[src/rtl/oled_gfx_pkg.sv]
// Shared OLED graphics definitions: panel geometry, pixel index width,
// RGB565 colour constants, the level type and a counter-width helper.
package oled_gfx_pkg;

    localparam int unsigned OLED_W = 96;
    localparam int unsigned OLED_H = 64;
    localparam int unsigned IDX_W  = 13;

    typedef logic [15:0] rgb565_t;

    localparam rgb565_t RGB_BLACK  = 16'h0000;
    localparam rgb565_t RGB_WHITE  = 16'hFFFF;
    localparam rgb565_t RGB_RED    = 16'hF800;
    localparam rgb565_t RGB_GREEN  = 16'h07E0;
    localparam rgb565_t RGB_YELLOW = 16'hFFE0;
    localparam rgb565_t RGB_BLUE   = 16'h001F;

    // Level width for the default range 0..16
    localparam int unsigned LEVEL_W = 5;
    typedef logic [LEVEL_W-1:0] level_t;

    // Width of a counter that must hold values 0..n-1 (never zero bits)
    function automatic int unsigned cnt_w(input int unsigned n);
        return (n > 1) ? $clog2(n) : 1;
    endfunction

endpackage

[src/rtl/fft_bar_graph_peak_if.sv]
// Pixel/level bus between the FFT quantiser + OLED driver and the bar renderer.
//   level_in   : packed per-bar binary levels, bar b at [b*LVL_W +: LVL_W]
//   index      : OLED pixel index, row-major
//   freeze     : hold all bar/peak state
//   peak_en    : draw peak markers
//   frame_tick : one-cycle pulse at each frame start
//   data       : RGB565 colour for the previous cycle's index
interface fft_bar_graph_peak_if #(
    parameter int unsigned NUM_BARS = 4,
    parameter int unsigned LVL_W    = 5
) ();
    import oled_gfx_pkg::*;

    logic [NUM_BARS*LVL_W-1:0] level_in;
    logic [IDX_W-1:0]          index;
    logic                      freeze;
    logic                      peak_en;
    logic                      frame_tick;
    rgb565_t                   data;

    modport master (
        output level_in, index, freeze, peak_en,
        input  frame_tick, data
    );

    modport slave (
        input  level_in, index, freeze, peak_en,
        output frame_tick, data
    );

endinterface

[src/rtl/bar_level_tracker.sv]
// Per-bar display level with fall-off smoothing and peak-hold tracking.
//   clk, reset : clock, async active-high reset
//   i_tick     : frame start pulse
//   i_freeze   : hold all state
//   i_c        : clamped input level for this bar
//   o_disp     : smoothed bar level
//   o_peak     : peak-hold level, never below o_disp
module bar_level_tracker
    import oled_gfx_pkg::*;
#(
    parameter int unsigned LW               = 5,
    parameter int unsigned DECAY_FRAMES     = 4,
    parameter int unsigned PEAK_HOLD_FRAMES = 30
) (
    input  logic          clk,
    input  logic          reset,
    input  logic          i_tick,
    input  logic          i_freeze,
    input  logic [LW-1:0] i_c,
    output logic [LW-1:0] o_disp,
    output logic [LW-1:0] o_peak
);

    localparam int unsigned DW = cnt_w(DECAY_FRAMES);
    localparam int unsigned HW = cnt_w(PEAK_HOLD_FRAMES + 1);

    logic [LW-1:0] r_disp, r_peak;
    logic [DW-1:0] r_dcnt, r_pcnt;
    logic [HW-1:0] r_hold;

    logic [LW-1:0] w_disp_n, w_peak_n;
    logic [DW-1:0] w_dcnt_n, w_pcnt_n;
    logic [HW-1:0] w_hold_n;

    // Next-state: rise instantly, fall one level every DECAY_FRAMES ticks
    always_comb begin
        w_disp_n = r_disp;
        w_dcnt_n = r_dcnt;
        w_peak_n = r_peak;
        w_pcnt_n = r_pcnt;
        w_hold_n = r_hold;

        if (i_tick && !i_freeze) begin
            if (i_c >= r_disp) begin
                w_disp_n = i_c;
                w_dcnt_n = '0;
            end else if (r_dcnt == DW'(DECAY_FRAMES - 1)) begin
                if (r_disp != '0) begin
                    w_disp_n = r_disp - LW'(1);
                end
                w_dcnt_n = '0;
            end else begin
                w_dcnt_n = r_dcnt + DW'(1);
            end

            if (i_c >= r_peak) begin
                w_peak_n = i_c;
                w_hold_n = HW'(PEAK_HOLD_FRAMES);
                w_pcnt_n = '0;
            end else if (r_hold != '0) begin
                w_hold_n = r_hold - HW'(1);
            end else if (r_pcnt == DW'(DECAY_FRAMES - 1)) begin
                if (r_peak != '0) begin
                    w_peak_n = r_peak - LW'(1);
                end
                w_pcnt_n = '0;
            end else begin
                w_pcnt_n = r_pcnt + DW'(1);
            end

            // Marker must never sit inside the bar
            if (w_peak_n < w_disp_n) begin
                w_peak_n = w_disp_n;
            end
        end
    end

    // State registers
    always_ff @(posedge clk or posedge reset) begin
        if (reset) begin
            r_disp <= '0;
            r_dcnt <= '0;
            r_peak <= '0;
            r_pcnt <= '0;
            r_hold <= '0;
        end else begin
            r_disp <= w_disp_n;
            r_dcnt <= w_dcnt_n;
            r_peak <= w_peak_n;
            r_pcnt <= w_pcnt_n;
            r_hold <= w_hold_n;
        end
    end

    assign o_disp = r_disp;
    assign o_peak = r_peak;

endmodule

[src/rtl/fft_bar_graph_peak.sv]
// N-bar spectrum renderer with fall-off smoothing and peak-hold markers for
// the 96x64 RGB565 OLED. Detects frame start from the driver's pixel index,
// updates per-bar levels once per frame and returns a registered pixel colour.
//   clk, reset : clock, async active-high reset
//   io_bus     : slave side of fft_bar_graph_peak_if (levels, index, freeze,
//                peak_en in; frame_tick, data out)
module fft_bar_graph_peak
    import oled_gfx_pkg::*;
#(
    parameter int unsigned NUM_BARS         = 4,
    parameter int unsigned LVL_W            = 5,
    parameter int unsigned MAX_LEVEL        = 16,
    parameter int unsigned DISP_W           = OLED_W,
    parameter int unsigned DISP_H           = OLED_H,
    parameter int unsigned BAR_X0           = 16,
    parameter int unsigned BAR_W            = 16,
    parameter int unsigned BAR_GAP          = 0,
    parameter int unsigned ROWS_PER_LVL     = 4,
    parameter int unsigned DECAY_FRAMES     = 4,
    parameter int unsigned PEAK_HOLD_FRAMES = 30,
    parameter int unsigned COLOR_MODE       = 0,
    parameter rgb565_t     BAR_COLOR        = RGB_BLUE,
    parameter rgb565_t     PEAK_COLOR       = RGB_WHITE
) (
    input  logic                 clk,
    input  logic                 reset,
    fft_bar_graph_peak_if.slave  io_bus
);

    localparam int unsigned LW   = $clog2(MAX_LEVEL + 1);
    localparam int unsigned AW   = 16;
    localparam int unsigned NPIX = DISP_W * DISP_H;

    logic [IDX_W-1:0] r_prev_index;
    logic             r_frame_tick;
    rgb565_t          r_data;

    logic             w_tick;
    logic [LW-1:0]    w_c    [NUM_BARS];
    logic [LW-1:0]    w_disp [NUM_BARS];
    logic [LW-1:0]    w_peak [NUM_BARS];

    // Frame start: index wraps to 0 from a nonzero value
    assign w_tick = (io_bus.index == '0) && (r_prev_index != '0);

    // Clamp each input level and track it
    for (genvar b = 0; b < NUM_BARS; b++) begin : g_bar
        logic [LVL_W-1:0] w_raw;

        assign w_raw  = io_bus.level_in[b*LVL_W +: LVL_W];
        assign w_c[b] = (AW'(w_raw) > AW'(MAX_LEVEL)) ? LW'(MAX_LEVEL) : LW'(w_raw);

        bar_level_tracker #(
            .LW               (LW),
            .DECAY_FRAMES     (DECAY_FRAMES),
            .PEAK_HOLD_FRAMES (PEAK_HOLD_FRAMES)
        ) u_tracker (
            .clk      (clk),
            .reset    (reset),
            .i_tick   (w_tick),
            .i_freeze (io_bus.freeze),
            .i_c      (w_c[b]),
            .o_disp   (w_disp[b]),
            .o_peak   (w_peak[b])
        );
    end

    logic [AW-1:0] w_col, w_row, w_off, w_bar, w_slot;
    logic          w_in_frame, w_bar_ok;
    logic [LW-1:0] w_sel_disp, w_sel_peak;

    // Pixel index -> bar slot, and select that bar's levels
    always_comb begin
        w_in_frame = 32'(io_bus.index) < NPIX;
        w_col      = AW'(32'(io_bus.index) % DISP_W);
        w_row      = AW'(32'(io_bus.index) / DISP_W);
        w_off      = w_col - AW'(BAR_X0);
        w_bar      = w_off / AW'(BAR_W);
        w_slot     = w_off % AW'(BAR_W);
        w_bar_ok   = w_in_frame
                     && (w_col >= AW'(BAR_X0))
                     && (w_bar < AW'(NUM_BARS))
                     && (w_slot < AW'(BAR_W - BAR_GAP));
        w_sel_disp = '0;
        w_sel_peak = '0;
        for (int unsigned b = 0; b < NUM_BARS; b++) begin
            if (w_bar == AW'(b)) begin
                w_sel_disp = w_disp[b];
                w_sel_peak = w_peak[b];
            end
        end
    end

    logic    w_lit, w_mark;
    rgb565_t w_pix;

    // Lit/marker tests written as row + h >= DISP_H so tall levels cannot wrap
    always_comb begin
        w_lit  = (w_sel_disp != '0)
                 && ((w_row + AW'(w_sel_disp) * AW'(ROWS_PER_LVL)) >= AW'(DISP_H));
        w_mark = io_bus.peak_en
                 && (w_sel_peak > w_sel_disp)
                 && ((w_row + AW'(w_sel_peak) * AW'(ROWS_PER_LVL)) == AW'(DISP_H));
        w_pix  = RGB_BLACK;
        if (w_bar_ok) begin
            if (w_mark) begin
                w_pix = PEAK_COLOR;
            end else if (w_lit) begin
                if (COLOR_MODE == 0) begin
                    w_pix = BAR_COLOR;
                end else if (w_row >= AW'(2 * DISP_H / 3)) begin
                    w_pix = RGB_GREEN;
                end else if (w_row >= AW'(DISP_H / 3)) begin
                    w_pix = RGB_YELLOW;
                end else begin
                    w_pix = RGB_RED;
                end
            end
        end
    end

    // Output and frame-detect registers
    always_ff @(posedge clk or posedge reset) begin
        if (reset) begin
            r_prev_index <= '0;
            r_frame_tick <= 1'b0;
            r_data       <= RGB_BLACK;
        end else begin
            r_prev_index <= io_bus.index;
            r_frame_tick <= w_tick;
            r_data       <= w_pix;
        end
    end

    assign io_bus.frame_tick = r_frame_tick;
    assign io_bus.data       = r_data;

endmodule

[src/flat_wrapper.sv]
// flat-port wrapper written by rule: the top's interface ports become plain ports
module fft_bar_graph_peak_flat import oled_gfx_pkg::*;
#(
    parameter int unsigned NUM_BARS         = 4,
    parameter int unsigned LVL_W            = 5,
    parameter int unsigned MAX_LEVEL        = 16,
    parameter int unsigned DISP_W           = OLED_W,
    parameter int unsigned DISP_H           = OLED_H,
    parameter int unsigned BAR_X0           = 16,
    parameter int unsigned BAR_W            = 16,
    parameter int unsigned BAR_GAP          = 0,
    parameter int unsigned ROWS_PER_LVL     = 4,
    parameter int unsigned DECAY_FRAMES     = 4,
    parameter int unsigned PEAK_HOLD_FRAMES = 30,
    parameter int unsigned COLOR_MODE       = 0,
    parameter rgb565_t     BAR_COLOR        = RGB_BLUE,
    parameter rgb565_t     PEAK_COLOR       = RGB_WHITE
)
  (clk, reset, io_bus_level_in, io_bus_index, io_bus_freeze, io_bus_peak_en, io_bus_frame_tick, io_bus_data);
  fft_bar_graph_peak_if #(.NUM_BARS(NUM_BARS), .LVL_W(LVL_W)) io_bus_i ();
  input  logic clk;
  input  logic reset;
  input wire logic [$bits(io_bus_i.level_in)-1:0] io_bus_level_in;
  input wire logic [$bits(io_bus_i.index)-1:0] io_bus_index;
  input wire logic [$bits(io_bus_i.freeze)-1:0] io_bus_freeze;
  input wire logic [$bits(io_bus_i.peak_en)-1:0] io_bus_peak_en;
  output wire logic [$bits(io_bus_i.frame_tick)-1:0] io_bus_frame_tick;
  output wire logic [$bits(io_bus_i.data)-1:0] io_bus_data;
  assign io_bus_i.level_in = io_bus_level_in;
  assign io_bus_i.index = io_bus_index;
  assign io_bus_i.freeze = io_bus_freeze;
  assign io_bus_i.peak_en = io_bus_peak_en;
  assign io_bus_frame_tick = io_bus_i.frame_tick;
  assign io_bus_data = io_bus_i.data;
  fft_bar_graph_peak #(.NUM_BARS(NUM_BARS), .LVL_W(LVL_W), .MAX_LEVEL(MAX_LEVEL), .DISP_W(DISP_W), .DISP_H(DISP_H), .BAR_X0(BAR_X0), .BAR_W(BAR_W), .BAR_GAP(BAR_GAP), .ROWS_PER_LVL(ROWS_PER_LVL), .DECAY_FRAMES(DECAY_FRAMES), .PEAK_HOLD_FRAMES(PEAK_HOLD_FRAMES), .COLOR_MODE(COLOR_MODE), .BAR_COLOR(BAR_COLOR), .PEAK_COLOR(PEAK_COLOR)) u_core (.clk(clk), .reset(reset), .io_bus(io_bus_i));
endmodule
[config.mk]
export PLATFORM = sky130hd
export DESIGN_NAME = fft_bar_graph_peak_flat
export DESIGN_NICKNAME = d
export VERILOG_FILES = /design/src/rtl/oled_gfx_pkg.sv /design/src/rtl/fft_bar_graph_peak_if.sv /design/src/rtl/bar_level_tracker.sv /design/src/rtl/fft_bar_graph_peak.sv /design/src/flat_wrapper.sv
export SDC_FILE = /design/constraint.sdc
export NUM_CORES = 1
export LEC_CHECK = 0
export CAP_MARGIN = 20
export CORE_UTILIZATION = 55
export DETAILED_ROUTE_END_ITERATION = 8
export PLACE_DENSITY = 0.75
export SLEW_MARGIN = 20
export SYNTH_ARGS = -nofsm -noshare
export SYNTH_HDL_FRONTEND = slang
export SYNTH_SLANG_ARGS = --single-unit
[constraint.sdc]
create_clock -name clk -period 7.05 [get_ports clk]
set_input_delay 1.41 -clock clk [delete_from_list [all_inputs] [get_ports clk]]
set_output_delay 1.41 -clock clk [all_outputs]
set_load 0.02 [all_outputs]
# --- Yosys cells after proc, flatten, opt, wreduce, memory -nomap -nowiden ---
# Cells that the tools add are included.
totals:
  regBits: 106
  input_bits: 37
  output_inout_bits: 17
  elab_cells: 206
classes:
  addsub: 23
  n_div: 2
  magnitude_cmp: 22
  eq_ne: 16
  n_mux: 83
  reduce_logical: 37
op_table:
  columns: ["cell", "count"]
  rows:
  - ["5-bit 2-to-1 mux", 61]
  - ["5-bit nonzero test", 13]
  - ["5-bit by 1-bit subtractor with 5-bit output (second input constant)", 12]
  - ["5-bit >= comparator", 8]
  - ["2-bit 2-to-1 mux", 20]
  - ["16-bit by 7-bit adder with 16-bit output", 2]
  - ["13-bit by 7-bit divider with 32-bit output (second input constant)", 1]
  - ["13-bit by 7-bit modulo with 32-bit output (second input constant)", 1]
  - ["16-bit 2-to-1 mux", 2]
  - ["12-bit by 2-bit == test with 1-bit output (second input constant)", 2]
  - ["5-bit greater-than comparator (second input constant)", 4]
  - ["5-bit less-than comparator", 4]
  - ["2-bit by 1-bit adder with 2-bit output (second input constant)", 8]
  - ["16-bit by 7-bit == test with 1-bit output (second input constant)", 1]
  - ["2-bit == test (second input constant)", 8]
  - ["16-bit by 5-bit >= comparator with 1-bit output (second input constant)", 1]
  - ["16-bit by 7-bit >= comparator with 1-bit output (second input constant)", 1]
  - ["16-bit logical NOT", 1]
  - ["2-bit AND reduction", 8]
  - ["16-bit by 5-bit subtractor with 16-bit output (second input constant)", 1]
  - ["13-bit logical NOT", 1]
  - ["13-bit less-than comparator (second input constant)", 1]
  - ["13-bit nonzero test", 1]
  - ["12-bit by 1-bit == test with 1-bit output (second input constant)", 1]
  - ["7 further kinds", 20]

# --- Longest topological paths before layout ---
depth:
  depth_word: 13
  ltp_mapped: 26

# --- Modules after synthesis ---
# From an unflattened synthesis, not the netlist that was laid out.
hier_totals:
  hier_cells: 1039
  area_unflattened_um2: 9290.2
by_module_without_submodules:
  columns: ["mod", "instances", "cells_per_inst", "area_each_um2", "seq_area_each_um2"]
  rows:
  - ["bar_level_tracker", 4, 172, 1646.6, 475.5]
  - ["fft_bar_graph_peak", 1, 351, 2703.8, 400.4]

# --- Worst setup path before layout ---
# OpenSTA, ideal clock, no wires.
synth_timing:
  kind: "input-to-reg"
  start: "in io_bus_index[11]"
  end: "reg u_core.r_data[4] (netlist: u_core.io_bus.data[4])"
  arrival_time_ns: 6.515
  required_ns: 6.968
  slack_ns: 0.453
  cell_stages: 23
  path_buffers: 4
  cell_sequence: "buf_2 > buf_2 > clkbuf_1 > ha_1 > nand2b_1 > a22o_1 > a221o_1 > or4_1 > o2111a_2 > and4_4 > a311o_1 > or4_1 > buf_2 > o32ai_1 > a221o_1 > ha_1 > fa_1 > nor4b_1 > nand4_1 > nor4_1 > and3b_1 > nor3_1 > a31oi_1"
synth_between:
  elab_chain_cells: 13
synth_rtl:
  columns: ["element", "line", "rtl"]
  rows:
  - ["from (decl)", "flat_wrapper.sv:24", "input wire logic [$bits(io_bus_i.index)-1:0] io_bus_index;"]
  - ["13-bit by 7-bit modulo with 32-bit output", "fft_bar_graph_peak.sv:75", "w_col = AW'(32'(io_bus.index) % DISP_W);"]
  - ["16-bit by 5-bit subtractor with 16-bit output", "fft_bar_graph_peak.sv:77", "w_off = w_col - AW'(BAR_X0);"]
  - ["16-bit logical NOT", "fft_bar_graph_peak.sv:87", "if (w_bar == AW'(b)) begin"]
  - ["5-bit 2-to-1 mux (4 in a row)", "fft_bar_graph_peak.sv:87", null]
  - ["16-bit by 7-bit adder with 16-bit output", "fft_bar_graph_peak.sv:100", "&& ((w_row + AW'(w_sel_disp) * AW'(ROWS_PER_LVL)) >= AW'(DISP_H));"]
  - ["16-bit by 7-bit >= comparator with 1-bit output", "fft_bar_graph_peak.sv:100", null]
  - ["1-bit logical AND", "fft_bar_graph_peak.sv:100", null]
  - ["5-bit 2-to-1 mux", "fft_bar_graph_peak.sv:108", "end else if (w_lit) begin"]
  - ["16-bit 2-to-1 mux", "fft_bar_graph_peak.sv:106", "if (w_mark) begin"]
  - ["16-bit 2-to-1 mux (*)", "fft_bar_graph_peak.sv:105", "if (w_bar_ok) begin"]
  - ["to (signal assigned)", "fft_bar_graph_peak.sv:131", "r_data <= w_pix;"]
  - ["to (decl)", "fft_bar_graph_peak.sv:36", "rgb565_t r_data;"]
# Every way passes the cells marked *; elsewhere a longest branch is shown, timed or not.
# A chain may end at the register's enable or synchronous reset.

# --- Worst setup path after layout ---
layout_timing:
  start: "in io_bus_index[12]"
  end: "reg u_core.r_data[4] (netlist: u_core.io_bus.data[4])"
# Same word-level chain as after synthesis.

==> reports/qor.yml <==
hold_path:
  hold_class: "reg -> reg"
grt:
  grt_remaining_overflow: 0
  grt_pass1_vias: 6988
  track_usage: 0.2700
  grt_max_degree: 90
  antenna_found_initial: 0
  grt_pass1_wl_um: 32930
timing:
  final_hold_viol_count: 0
  tightest_slew_ns: 0.9180
  max-slew-margin-rel: 0.3794
  max_freq_mhz: 150.1
  fin_skew_ns: 0.007805
  rsz0062_at_grt: "false"
  fin_crit_sh: 0.9451
  finalSetupViolCount: 0
  timing.final.crit_period_ns: 6.663
  tns_ns: 0
  drv_slew: 0
clocking:
  cts_made_buffers: 9
  ctsLongestPathBuffers: 2
  cts_setup_buffers: 0
  post_cts_resized: 0
  cts_num_sinks: 92
  root_buffer: "clkbuf_16"
  clk_pin_slew_ns: 0.06
  cts_tree: "done"
  htree_levels: 3
  worstSkewPairLatency_ns: 0.35
  hold_buffers: 0
power:
  p_leak_nw: 4.272
  max-vdd-ir-drop_mv: 0.1165
  power_mw: 1.372
  power_density_nw_per_um2: 149.0
synthesis:
  synth_ff_type: "dfrtp_1"
  synth_seq_area_share: 0.2813
  synth_cells: 994
  synth.lib_cells_used.distinct: 67
  syn_nets: 1129
  synth_area_per_cell_um2: 8.232
  synthArstFlopShare: 1.000
  syn_area_um2: 8183
  synth_edf_count: 0
  yosysWarnings: 0
  synth_seq_cells: 92
detailed_routing:
  wirelength_um: 19410
  drtIter0Drc: 480
  drc: 0
  postRouteAntennaNets: 0
  routedWlPerCell_um: 15.87
  dr_total_vias: 7465
  viasPerCell: 6.104
  dr.pass1.iters: 7
critical_path:
  critPathLaunchType: "primary input"
  cp_slowest_cell: "or4_1"
  path_delay_family: "simple AND/OR/NAND/NOR gates"
  critical_path_buf_inv_count: 1
  crit_path_cell_trace: "clkdlybuf4s50_1 -> ha_1 -> nand2b_1 -> a22o_1 -> a221o_1 -> or4_1 -> o2111a_2 -> and4_4 -> a311o_1 -> or4_1 -> o32ai_1 -> a221o_1 -> ha_1 -> fa_1 -> nor4b_2 -> nand4_1 -> nor4_1 -> and3b_1 -> nor3_1 -> a31oi_1"
  endpoint_kind: "flop"
  worst_ep_required_time_ns: 7.32
  worstSetupPathType: "in -> reg"
  cp_slowest_stage_delay_ns: 0.57
  crit_path_max_fanout: 6
  worst-endpoint-arrival_ns: 6.93
die:
  dieHeight_um: 124.0
  start_util: 0.5630
  num_rows: 44
  die_area_um2: 15370
  die_w_um: 124.0
  num_io_pins: 54
  coreArea_um2: 14530
run_status:
  outcome: "finished clean"
layout:
  num-fill-cells: 1263
  drive_gt1_frac: 0.05871
  layout.nets: 1169
  n_antenna_cell: 0
  fin_cells: 1223
  synthToLayoutAreaGrowth_pct: 12.52
placed_design:
  hpwl_um: 14410
  place_inst: 1207
  place_congestion: 0.9107
  port_buffers: 53
flow_run:
  cap_violations: 0
logic make-up after synthesis:
family / Yosys count / synth area share
AOI/OAI and AO/OA: 313 / 0.2587
xor gates and xnor gates: 14 / 0.01499
adders and majority gates: 98 / 0.1517
buffers and inverters: 128 / 0.06697
DFF: 92 / 0.2813
muxes: 29 / 0.03685
and+or+nand+nor: 320 / 0.1894
worst register-to-register path, stage by stage (launching register included):
cell	delay [ns]
dfrtp_1	0.45
ha_1	0.31
nand2b_1	0.14
a21o_1	0.17
a21o_1	0.16
a21o_1	0.16
a21oi_1	0.62
mux2i_1	0.36
ha_1	0.28
o21a_1	0.10
o21a_1	0.16
o211ai_1	0.37
and2_1	0.33
o211ai_1	0.14
Yosys cell counts, drive strengths merged (4+ instances only):
cell,number,area (µm²)
a211oi,8,65.06
o311ai,4,35.03
o31a,4,35.03
or4,7,52.55
nand3,22,110.1
nand2,105,394.1
o41ai,5,43.79
and3,8,50.05
mux2i,20,200.2
a21oi,75,375.4
o22ai,4,25.02
o211ai,10,75.07
a22oi,7,52.55
nor4b,10,87.58
o31ai,11,82.58
a221oi,4,35.03
nand2b,18,112.6
nor3,17,85.08
nor2,79,296.5
mux2,9,101.4
buf,23,153.9
o21a,10,75.07
dfrtp,92,2302
o21ai,60,300.3
or3,4,25.02
xnor2,14,122.6
nand4,6,37.54
a221o,16,160.2
nor4,8,50.05
a22o,8,70.07
a31oi,17,112.6
a41oi,4,35.03
and2,4,25.02
nor2b,18,112.6
a21o,46,345.3
ha,96,1201
inv,80,300.3
clkbuf,25,93.84
cell usage in the layout (no fill, tap or decap), types with 11 or more instances in the layout:
cell / n
a21o_1: 46
a21oi_1: 74
a221o_1: 16
a31oi_1: 16
buf_4: 24
clkdlybuf4s50_1: 53
dfrtp_1: 92
ha_1: 96
inv_1: 79
mux2i_1: 20
nand2_1: 105
nand2b_1: 18
nand3_1: 22
nor2_1: 78
nor2b_1: 18
nor3_1: 17
o21ai_0: 60
o31ai_1: 11
xnor2_1: 14
state kept, by name, summed over array words and instances, names as in the netlist:
signal                         cells
u_core.g_bar.u_tracker.o_disp     20
u_core.g_bar.u_tracker.o_peak     20
u_core.g_bar.u_tracker.r_hold     20
u_core.r_prev_index               13
u_core.g_bar.u_tracker.r_dcnt      8
u_core.g_bar.u_tracker.r_pcnt      8
u_core.io_bus.data                 2
u_core.io_bus.frame_tick           1
per-stage QoR:
step           instance area [µm²]  hold slack (ns)  setup WS [ns]  utilization
6_report                      9208           0.4697         0.3873       0.6335
4_1_cts                       9190           0.4749         0.3824       0.6323
2_1_floorplan                 8183           0.4428         0.4532            -
5_1_grt                       9208           0.5091        0.07314       0.6335
3_5_place_dp                  8886           0.4614        0.04187       0.6114
3_3_place_gp                  8886           0.4560         0.1498       0.6114
cell type report:
class / instances / area (µm²) / area share
clock buffers: 12 / 256.5 / 0.02786
flip-flops and latches: 92 / 2302 / 0.2500
repair buffers: 77 / 710.7 / 0.07718
well taps: 184 / 230.2 / 0.02500
clock inverters: 4 / 47.55 / 0.005164
multi-input cells: 774 / 5358 / 0.5819
inverters: 80 / 302.8 / 0.03288
final timing paths:
| check | start | endpoint | slack [ns] | cells past startpoint |
|---|---|---|---|---|
| max | io_bus_index[12] | u_core.io_bus.data[4] | 0.39 | 20 |
| min | u_core.g_bar[3].u_tracker.r_dcnt[1] | u_core.g_bar[3].u_tracker.r_dcnt[1] | 0.47 | 2 |
| max reg2reg | u_core.g_bar[0].u_tracker.o_disp[0] | u_core.g_bar[0].u_tracker.o_peak[1] | 3.16 | 13 |
| min reg2reg | u_core.g_bar[3].u_tracker.r_dcnt[1] | u_core.g_bar[3].u_tracker.r_dcnt[1] | 0.47 | 2 |
| max in group asynchronous | reset | u_core.g_bar[3].u_tracker.o_peak[0] | 4.52 | 3 |
| min in group asynchronous | reset | u_core.g_bar[0].u_tracker.r_hold[4] | 1.37 | 2 |
per-layer routing:
layer	part of all wire	track usage
met1	0.47	0.3617
met2	0.47	0.4531
met3	0.047	0.03800
met4	0.015	0.07664
met5	0	0
report_power, final:
part           leakage (nW)  switching [mW]  internal (mW)
clock network         0.149           0.204          0.293
logic                  2.93           0.193          0.146
registers              1.19         0.00295          0.533
No activity file was read; power rests on OpenSTA's default activity.
==> RTL edit (config.mk and constraints unchanged) <==
`MAX_LEVEL` is set to 16 in 2 places; all go to 32.
--- a/src/rtl/fft_bar_graph_peak.sv
+++ b/src/rtl/fft_bar_graph_peak.sv
@@ -9,7 +9,7 @@
 #(
     parameter int unsigned NUM_BARS         = 4,
     parameter int unsigned LVL_W            = 5,
-    parameter int unsigned MAX_LEVEL        = 16,
+    parameter int unsigned MAX_LEVEL        = 32,
     parameter int unsigned DISP_W           = OLED_W,
     parameter int unsigned DISP_H           = OLED_H,
     parameter int unsigned BAR_X0           = 16,
--- a/src/flat_wrapper.sv
+++ b/src/flat_wrapper.sv
@@ -3,7 +3,7 @@
 #(
     parameter int unsigned NUM_BARS         = 4,
     parameter int unsigned LVL_W            = 5,
-    parameter int unsigned MAX_LEVEL        = 16,
+    parameter int unsigned MAX_LEVEL        = 32,
     parameter int unsigned DISP_W           = OLED_W,
     parameter int unsigned DISP_H           = OLED_H,
     parameter int unsigned BAR_X0           = 16,
Check against the original RTL: same outputs for any inputs over 4 cycles, from zero or initial values and one cycle with reset high; that may be too few to reach the edited logic, so the function may still have changed.
==> RTL edit against the original RTL <==
  * Global-route usage up 0.82 points
  * Synthesized area up 15%
  * Sequential power grew 8.4%
  * Count of clock-buffer cells in the layout down 1
  * Combinational power is 2% higher
  * Sequential cell count up 8
  * Setup slack about the same
  * Fmax hardly changed
  * Clock skew about the same
  * Routed wire length increased by 23%
  * Cell area is 13% higher
  * Total power up 4.1%
  * Critical path type unchanged
==> RTL edit: results (changes against the original RTL) <==
status=finished clean; Least-Margin Pin Slew=0.997 ns (+0.0788 ns); R2R Path Start=u_core.g_bar[2].u_tracker.o_peak[0]$_DFFE_PP0P_; Final GP Congestion=0.935 (+2.6%); vias in the first global route=8142 (+17%); clock skew=0.00825 ns (+0.000441 ns); worst hold endpoint=u_core.g_bar[1].u_tracker.r_dcnt[1]$_DFFE_PP0P_; 1st-iter DRT viols=664 (+38%); HP Start=u_core.g_bar[1].u_tracker.r_dcnt[1]$_DFFE_PP0P_; synth cell count leaders=nand2_1 (132), ha_1 (109), o21ai_0 (106); Syn Area/Cell=7.89 um2 (-4.1%); Seq/Total Area, Yosys=0.265 (-0.0160); first-pass GRT wire length=40000 um (+22%); RR Endpoint=u_core.g_bar[2].u_tracker.o_peak[0]$_DFFE_PP0P_; largest net degree at the start of global routing=68 (-24%); Syn Nets=1343 (+19%); FILL cells=1499 (+19%); vias per cell=6.16 (+0.90%); Synth area leaders=dfrtp_1 (27%), ha_1 (14%), o21ai_0 (5.6%), nand2_1 (5.3%), nor2_1 (4.1%); Max IR drop VDD=0.000129 V (+11%); post-route worst setup slack=0.388 ns (+0.000314 ns); sw frac=0.299 (+0.00758); Placed Instances=1426 (+18%); Netlist cell types=82 (+22%); crit path DAT=6.94 ns (about the same); GRT Total Usage=0.278 (+0.00819)
==> RTL edit: cell count changes after synthesis, moves of 13 or more <==
cell | unedited run | this run
nor3_1 | 17 | 51
inv_1 | 80 | 93
nand2_1 | 105 | 132
ha_1 | 96 | 109
o21ai_0 | 60 | 106
nor2_1 | 79 | 104
clkbuf_1 | 25 | 46
nor2b_1 | 18 | 5
==> RTL edit: logic make-up after synthesis <==
group,share of synthesized area
adders and majority gates,0.149
xor gates and xnor gates,0.0186
muxes,0.0155
and+or+nand+nor,0.215
AOI/OAI and AO/OA,0.261
DFF,0.265
buffers and inverters,0.0751
==> RTL edit: power by group through the flow <==
stage	Clock, mW	Sequential, mW	Combinational (mW)
finish	0.500	0.581	0.346
global route	0.532	0.581	0.386
global placement	0	0.592	0.331
CTS	0.509	0.581	0.339
detailed placement	0	0.592	0.336
floorplan	0	0.592	0.237
==> RTL edit: layout make-up <==
cell class              instances  share of cell area
repair buffers                 84              0.0731
clock buffers                  11              0.0223
multi-input cells             930               0.600
flip-flops and latches        100               0.240
clock inverters                 5             0.00503
well taps                     220              0.0263
inverters                      93              0.0337
==> RTL edit: repair_timing <==
action	CTS	global route
gates resized for setup	0	10
hold buffers	0	0
buffers inserted	0	1
endpoints found under the setup margin	0	2
==> RTL edit: critical path, cell delays in order <==
cell,delay [ns]
clkdlybuf4s50_1,0.49
ha_2,0.32
nand4bb_1,0.20
o2111a_1,0.19
or3_4,0.36
a31o_2,0.28
o311a_4,0.41
nor3b_2,0.20
xnor2_1,0.09
or3_1,0.39
and3_4,0.21
nand2_1,0.10
nor2_2,0.07
a222oi_1,0.38
inv_1,0.09
ha_1,0.22
fa_2,0.42
nor4b_2,0.27
o2111ai_1,0.14
nor3_1,0.15
nand3_1,0.11
or2_2,0.29
a31oi_2,0.16
==> RTL edit: metal layers <==
metal | up-vias | global-route usage | share of wire
met2 | 285 | 0.439 | 0.45
met4 | 0 | 0.0964 | 0.021
met1 | 4177 | 0.394 | 0.47
met5 | - | 0 | 0
met3 | 37 | 0.0295 | 0.057
li1 | 4388 | - | -
==> RTL edit: per-stage QoR <==
stage | utilization | setup TNS (ns) | hold slack [ns]
3_5_place_dp | 0.608 | -0.0906 | 0.478
4_1_cts | 0.625 | 0 | 0.493
5_1_grt | 0.628 | 0 | 0.517
3_3_place_gp | 0.608 | 0 | 0.466
2_1_floorplan | - | 0 | 0.454
6_report | 0.628 | 0 | 0.491
